==> src/rtl/dpram_port_arbiter.sv <==
// dpram_port_arbiter
//   Shares one port of a dual-port RAM between two requesters with round-robin
//   arbitration. After reset it clears the whole RAM through the same port
//   before it accepts any request. Read responses are routed back to the
//   requester that issued them by a tag pipeline matched to the RAM read
//   latency.
//
// Optional build macro:
//   DPRAM_ARB_HAZARD_STALL_EN - keep a short history of issued writes and
//   refuse to grant a read whose address matches a write that may not have
//   landed in the RAM yet.
//
// Ports:
//   clk, rst                  clock, synchronous active-high reset
//   reqN_valid/ready          request handshake (ready is combinational)
//   reqN_we/addr/wdata        request type, address, write data
//   rspN_valid/rdata          read response (rdata is ram_dout passed through)
//   init_done                 RAM clear sweep finished
//   ram_en/we/addr/din        registered RAM port controls
//   ram_dout                  RAM port read data
module dpram_port_arbiter #(
  parameter int DATA_WIDTH    = 8,
  parameter int ADDRESS_WIDTH = 3,
  parameter int READ_LATENCY  = 1,
  parameter int WRITE_LATENCY = 1
) (
  input  logic                     clk,
  input  logic                     rst,
  input  logic                     req0_valid,
  output logic                     req0_ready,
  input  logic                     req0_we,
  input  logic [ADDRESS_WIDTH-1:0] req0_addr,
  input  logic [DATA_WIDTH-1:0]    req0_wdata,
  output logic                     rsp0_valid,
  output logic [DATA_WIDTH-1:0]    rsp0_rdata,
  input  logic                     req1_valid,
  output logic                     req1_ready,
  input  logic                     req1_we,
  input  logic [ADDRESS_WIDTH-1:0] req1_addr,
  input  logic [DATA_WIDTH-1:0]    req1_wdata,
  output logic                     rsp1_valid,
  output logic [DATA_WIDTH-1:0]    rsp1_rdata,
  output logic                     init_done,
  output logic                     ram_en,
  output logic                     ram_we,
  output logic [ADDRESS_WIDTH-1:0] ram_addr,
  output logic [DATA_WIDTH-1:0]    ram_din,
  input  logic [DATA_WIDTH-1:0]    ram_dout
);

  localparam int DCW = (WRITE_LATENCY > 1) ? $clog2(WRITE_LATENCY) : 1;

  typedef enum logic [1:0] {
    S_INIT  = 2'd0,
    S_DRAIN = 2'd1,
    S_RUN   = 2'd2
  } state_t;

  state_t                   state_q;
  logic [ADDRESS_WIDTH-1:0] init_cnt_q;
  logic [DCW-1:0]           drain_cnt_q;
  logic                     last1_q;     // 1: req1 granted last, so req0 wins a tie
  logic                     init_done_q;
  logic                     ram_en_q;
  logic                     ram_we_q;
  logic [ADDRESS_WIDTH-1:0] ram_addr_q;
  logic [DATA_WIDTH-1:0]    ram_din_q;
  logic                     tag_v_q  [READ_LATENCY+1];
  logic                     tag_id_q [READ_LATENCY+1];

  logic                     haz0, haz1;
  logic                     elig0, elig1;
  logic                     gnt0, gnt1, gnt_any, gnt_we;
  logic [ADDRESS_WIDTH-1:0] gnt_addr;
  logic [DATA_WIDTH-1:0]    gnt_wdata;

`ifdef DPRAM_ARB_HAZARD_STALL_EN
  logic                     hist_v_q [WRITE_LATENCY];
  logic [ADDRESS_WIDTH-1:0] hist_a_q [WRITE_LATENCY];

  // A read may not be granted while a write to its address is still in flight.
  always_comb begin
    haz0 = 1'b0;
    haz1 = 1'b0;
    for (int i = 0; i < WRITE_LATENCY; i++) begin
      if (hist_v_q[i] && !req0_we && (hist_a_q[i] == req0_addr)) haz0 = 1'b1;
      if (hist_v_q[i] && !req1_we && (hist_a_q[i] == req1_addr)) haz1 = 1'b1;
    end
  end

  always_ff @(posedge clk) begin
    if (rst) begin
      for (int i = 0; i < WRITE_LATENCY; i++) hist_v_q[i] <= 1'b0;
    end else begin
      hist_v_q[0] <= gnt_any & gnt_we;
      hist_a_q[0] <= gnt_addr;
      for (int i = 1; i < WRITE_LATENCY; i++) begin
        hist_v_q[i] <= hist_v_q[i-1];
        hist_a_q[i] <= hist_a_q[i-1];
      end
    end
  end
`else
  assign haz0 = 1'b0;
  assign haz1 = 1'b0;
`endif

  assign elig0     = (state_q == S_RUN) && req0_valid && !haz0;
  assign elig1     = (state_q == S_RUN) && req1_valid && !haz1;
  assign gnt0      = elig0 && (!elig1 || last1_q);
  assign gnt1      = elig1 && (!elig0 || !last1_q);
  assign gnt_any   = gnt0 | gnt1;
  assign gnt_we    = gnt1 ? req1_we    : req0_we;
  assign gnt_addr  = gnt1 ? req1_addr  : req0_addr;
  assign gnt_wdata = gnt1 ? req1_wdata : req0_wdata;

  assign req0_ready = gnt0;
  assign req1_ready = gnt1;
  assign init_done  = init_done_q;
  assign ram_en     = ram_en_q;
  assign ram_we     = ram_we_q;
  assign ram_addr   = ram_addr_q;
  assign ram_din    = ram_din_q;

  // The tag reaching the last stage lines up with ram_dout of the matching read.
  assign rsp0_valid = tag_v_q[READ_LATENCY] && !tag_id_q[READ_LATENCY];
  assign rsp1_valid = tag_v_q[READ_LATENCY] &&  tag_id_q[READ_LATENCY];
  assign rsp0_rdata = ram_dout;
  assign rsp1_rdata = ram_dout;

  always_ff @(posedge clk) begin
    if (rst) begin
      state_q     <= S_INIT;
      init_cnt_q  <= '0;
      drain_cnt_q <= '0;
      last1_q     <= 1'b1;
      init_done_q <= 1'b0;
      ram_en_q    <= 1'b0;
      ram_we_q    <= 1'b0;
      ram_addr_q  <= '0;
      ram_din_q   <= '0;
      for (int i = 0; i <= READ_LATENCY; i++) begin
        tag_v_q[i]  <= 1'b0;
        tag_id_q[i] <= 1'b0;
      end
    end else begin
      tag_v_q[0]  <= gnt_any & !gnt_we;
      tag_id_q[0] <= gnt1;
      for (int i = 1; i <= READ_LATENCY; i++) begin
        tag_v_q[i]  <= tag_v_q[i-1];
        tag_id_q[i] <= tag_id_q[i-1];
      end

      case (state_q)
        S_INIT: begin
          ram_en_q   <= 1'b1;
          ram_we_q   <= 1'b1;
          ram_addr_q <= init_cnt_q;
          ram_din_q  <= '0;
          init_cnt_q <= init_cnt_q + 1'b1;
          if (init_cnt_q == '1) begin
            state_q     <= S_DRAIN;
            drain_cnt_q <= '0;
          end
        end
        S_DRAIN: begin
          // The last clear write is on the port during the first DRAIN cycle.
          ram_en_q <= 1'b0;
          ram_we_q <= 1'b0;
          if (drain_cnt_q == DCW'(WRITE_LATENCY - 1)) begin
            state_q     <= S_RUN;
            init_done_q <= 1'b1;
          end else begin
            drain_cnt_q <= drain_cnt_q + DCW'(1);
          end
        end
        S_RUN: begin
          ram_en_q <= gnt_any;
          ram_we_q <= gnt_any & gnt_we;
          if (gnt_any) begin
            ram_addr_q <= gnt_addr;
            ram_din_q  <= gnt_wdata;
          end
          if (gnt0) last1_q <= 1'b0;
          if (gnt1) last1_q <= 1'b1;
        end
        default: state_q <= S_INIT;
      endcase
    end
  end

endmodule

==> config.mk <==
export PLATFORM = sky130hd
export DESIGN_NAME = dpram_port_arbiter
export DESIGN_NICKNAME = d
export VERILOG_FILES = /design/src/rtl/dpram_port_arbiter.sv
export SDC_FILE = /design/constraint.sdc
export NUM_CORES = 1
export LEC_CHECK = 0
export ABC_AREA = 0
export CAP_MARGIN = 10
export CORE_MARGIN = 8
export CORE_UTILIZATION = 40
export DETAILED_ROUTE_END_ITERATION = 8
export GPL_ROUTABILITY_DRIVEN = 1
export PLACE_DENSITY = 0.89
export SLEW_MARGIN = 30
export SYNTH_ARGS = -nofsm -noshare
export SYNTH_HDL_FRONTEND = slang
export SYNTH_SLANG_ARGS = --single-unit
==> constraint.sdc <==
create_clock -name clk -period 3.5 [get_ports clk]
set_input_delay 0.525 -clock clk [delete_from_list [all_inputs] [get_ports clk]]
set_output_delay 0.525 -clock clk [all_outputs]
set_load 0.01 [all_outputs]
==> flow_summary.ini <==
[synth]
syn_avg_cell_area_um2 = 9.15
ys_types = 34
yosysTopAreaCell = dfxtp_1
synth-seq-cells = 24
synthCells = 129
synth_area_leaders = dfxtp_1, buf_4, mux2i_1
yosysMostFrequentCell = dfxtp_1
synth_enable_flop_cells = 0
synth_warnings = 0
synth_top_area_share_pct = 40.7
syn_nets = 167
synthTopCellsByCount = dfxtp_1, buf_4, a21oi_1, nand3_1
async_reset_ff_share_pct = 0
ys.flop_type = dfxtp_1
yosysSeqAreaShare_pct = 40.7
netlist_area_um2 = 1180

[clock_tree]
cts_resized = 0
clk_path_buf_depth = 2
clock_latency_ns = 0.31
cts-root-buf = clkbuf_4
cts_sinks = 24
clk_pin_slew_worst_paths_ns = 0.13
htreeDepth = 1
cts_buffers = 3
cts_tree = done
postCtsSetupBuffers = 0
holdBufCountCts = 0

[placement]
port_buffers = 45
dp_hpwl_um = 2420
place_congestion = 0.803
place_ws_ns = 0.732
place_area_um2 = 1510

[worst_setup_path]
path_max_fanout = 13
worst_path_most_repeated_cell = clkdlybuf4s50_1
worst-path-buf-inv = 2
worstSetupPathType = input pin to output pin
path_delay_family = buffers and inverters
path_cells = clkdlybuf4s50_1 > a21bo_1 > nor2_1 > clkdlybuf4s50_1
cp_slowest_cell = clkdlybuf4s50_1
arrival_ns = 2.25
worst_setup_path_start_kind = input pin
worstSetupEndpointType = output pin
max_stage_delay_ns = 0.57
worstPathRequired_ns = 2.97

[drt]
drtIter0Drc = 17
via_count = 1032
via_per_inst = 5.61
detail-route-antenna-nets = 0
wl_per_cell_um = 16.3
routed_wl_um = 2990
first_pass_iters = 4
drt_drc_violations_left = 0

[global_routing]
antenna_found_initial = 0
grt_pass1_wl_um = 5120
grt_usage_pct = 12.3
overflow = 0
grt_max_degree = 19
grt_pass1_vias = 1162

[final_layout]
drive_above_1_share_pct = 3.27
area_growth_pct = 32.4
num_antenna_cells = 0
utilization_pct = 56.2
nets = 192
stdcell_area_um2 = 1560
fill_cells = 261

[die]
core_area_um2 = 2780
ios = 70
fp-row-count = 19
start_util_pct = 42.4
fp.dieW_um = 70.3
die_area_um2 = 4940
fp.dieH_um = 70.3

[timing]
finalSetupViolCount = 0
setup_tns_ns = 0
final_max_slew_viol_count = 0
worstMarginPinSlew_ns = 0.679
rsz0062_at_grt = false
hold_viol = 0
period_share_pct = 79.3
max_clock_freq_mhz = 360
skew_ns = 0.00130
fin_ws_ns = 0.724
relSlewSlack_pct = 54.6
finalCriticalPeriod_ns = 2.78

[status]
status = complete, no violations

[power]
ir_worst_vdd_mv = 0.204
power_uw = 556
p_leak_nw = 0.593
p_per_area_nw_per_um2 = 356

[job]
cap_violations = 0

[worst_hold_path]
min_path_type = flop to flop
[report_power, final]
group	internal (mW)	switching, mW	total (mW)
Clock	0.116	0.0841	0.200
Combinational	0.0452	0.0249	0.0701
Sequential	0.280	0.00518	0.286
[layout make-up]
cell class / count / area [um2] / share of cell area (%)
tap: 31 / 38.8 / 2.48
inverter: 3 / 11.3 / 0.721
multi-input combinational: 77 / 529 / 33.9
clock inverter: 1 / 30.0 / 1.92
sequential: 24 / 480 / 30.7
timing repair buffer: 45 / 450 / 28.8
clock buffer: 3 / 22.5 / 1.44
[metrics by stage]
step           std cells  hold slack [ns]
2_1_floorplan        129            0.414
3_3_place_gp         180            0.424
3_5_place_dp         180            0.437
4_1_cts              184            0.462
5_1_grt              184            0.480
6_report             184            0.455
[layer usage]
layer	vias up	GRT usage (%)	routed length (um)
met2	55	20.6	1420
met5	-	0	0
met1	475	12.0	1110
met4	0	5.58	46
met3	6	7.20	413
li1	496	-	-
[flip-flops by register name, summed over array words and instances, names as in the netlist]
| name | flops |
|---|---|
| ram_din | 8 |
| tag_v_q | 2 |
| tag_id_q | 2 |
| ram_we | 1 |
| init_cnt_q | 3 |
| init_done | 1 |
| ram_addr | 3 |
| state_q | 2 |
| last1_q | 1 |
| ram_en | 1 |
[tightest hold or removal path: stages (launching register included)]
cell	delay [ns]
dfxtp_1	0.33
inv_1	0.05
a21oi_1	0.05
[final timing paths]
path	start	to	slack, ns	depth (start not counted)
setup reg to reg	state_q[1]	last1_q	1.91	3
setup / recovery	req0_valid	req1_ready	0.72	4
hold reg to reg	init_done	init_done	0.46	2
hold / removal	init_done	init_done	0.46	2
[cell families after synthesis]
family                     count (synthesis)  share of synthesized area, %
AOI/OAI and AO/OA                         32                          20.5
xor gates and xnor gates                   1                         0.742
adders and majority gates                  2                          2.12
buffers and inverters                     28                          14.4
DFF                                       24                          40.7
muxes                                      7                          5.94
and+or+nand+nor                           35                          15.6
[placed cells by master, fill, tap and decap left out, types with 2 or more instances in the layout]
cell type and n:
a211oi_1 3, a21oi_1 8, a311oi_1 3, a31oi_1 2, clkbuf_4 3, clkdlybuf4s50_1 45, dfxtp_1 24, ha_1 2
inv_1 3, mux2i_1 7, nand2_1 7, nand2b_1 2, nand3_1 8, nor2_1 6, nor2b_1 4, o21ai_0 2
o2bb2ai_1 7
No activity file was read; power rests on OpenSTA's default activity.
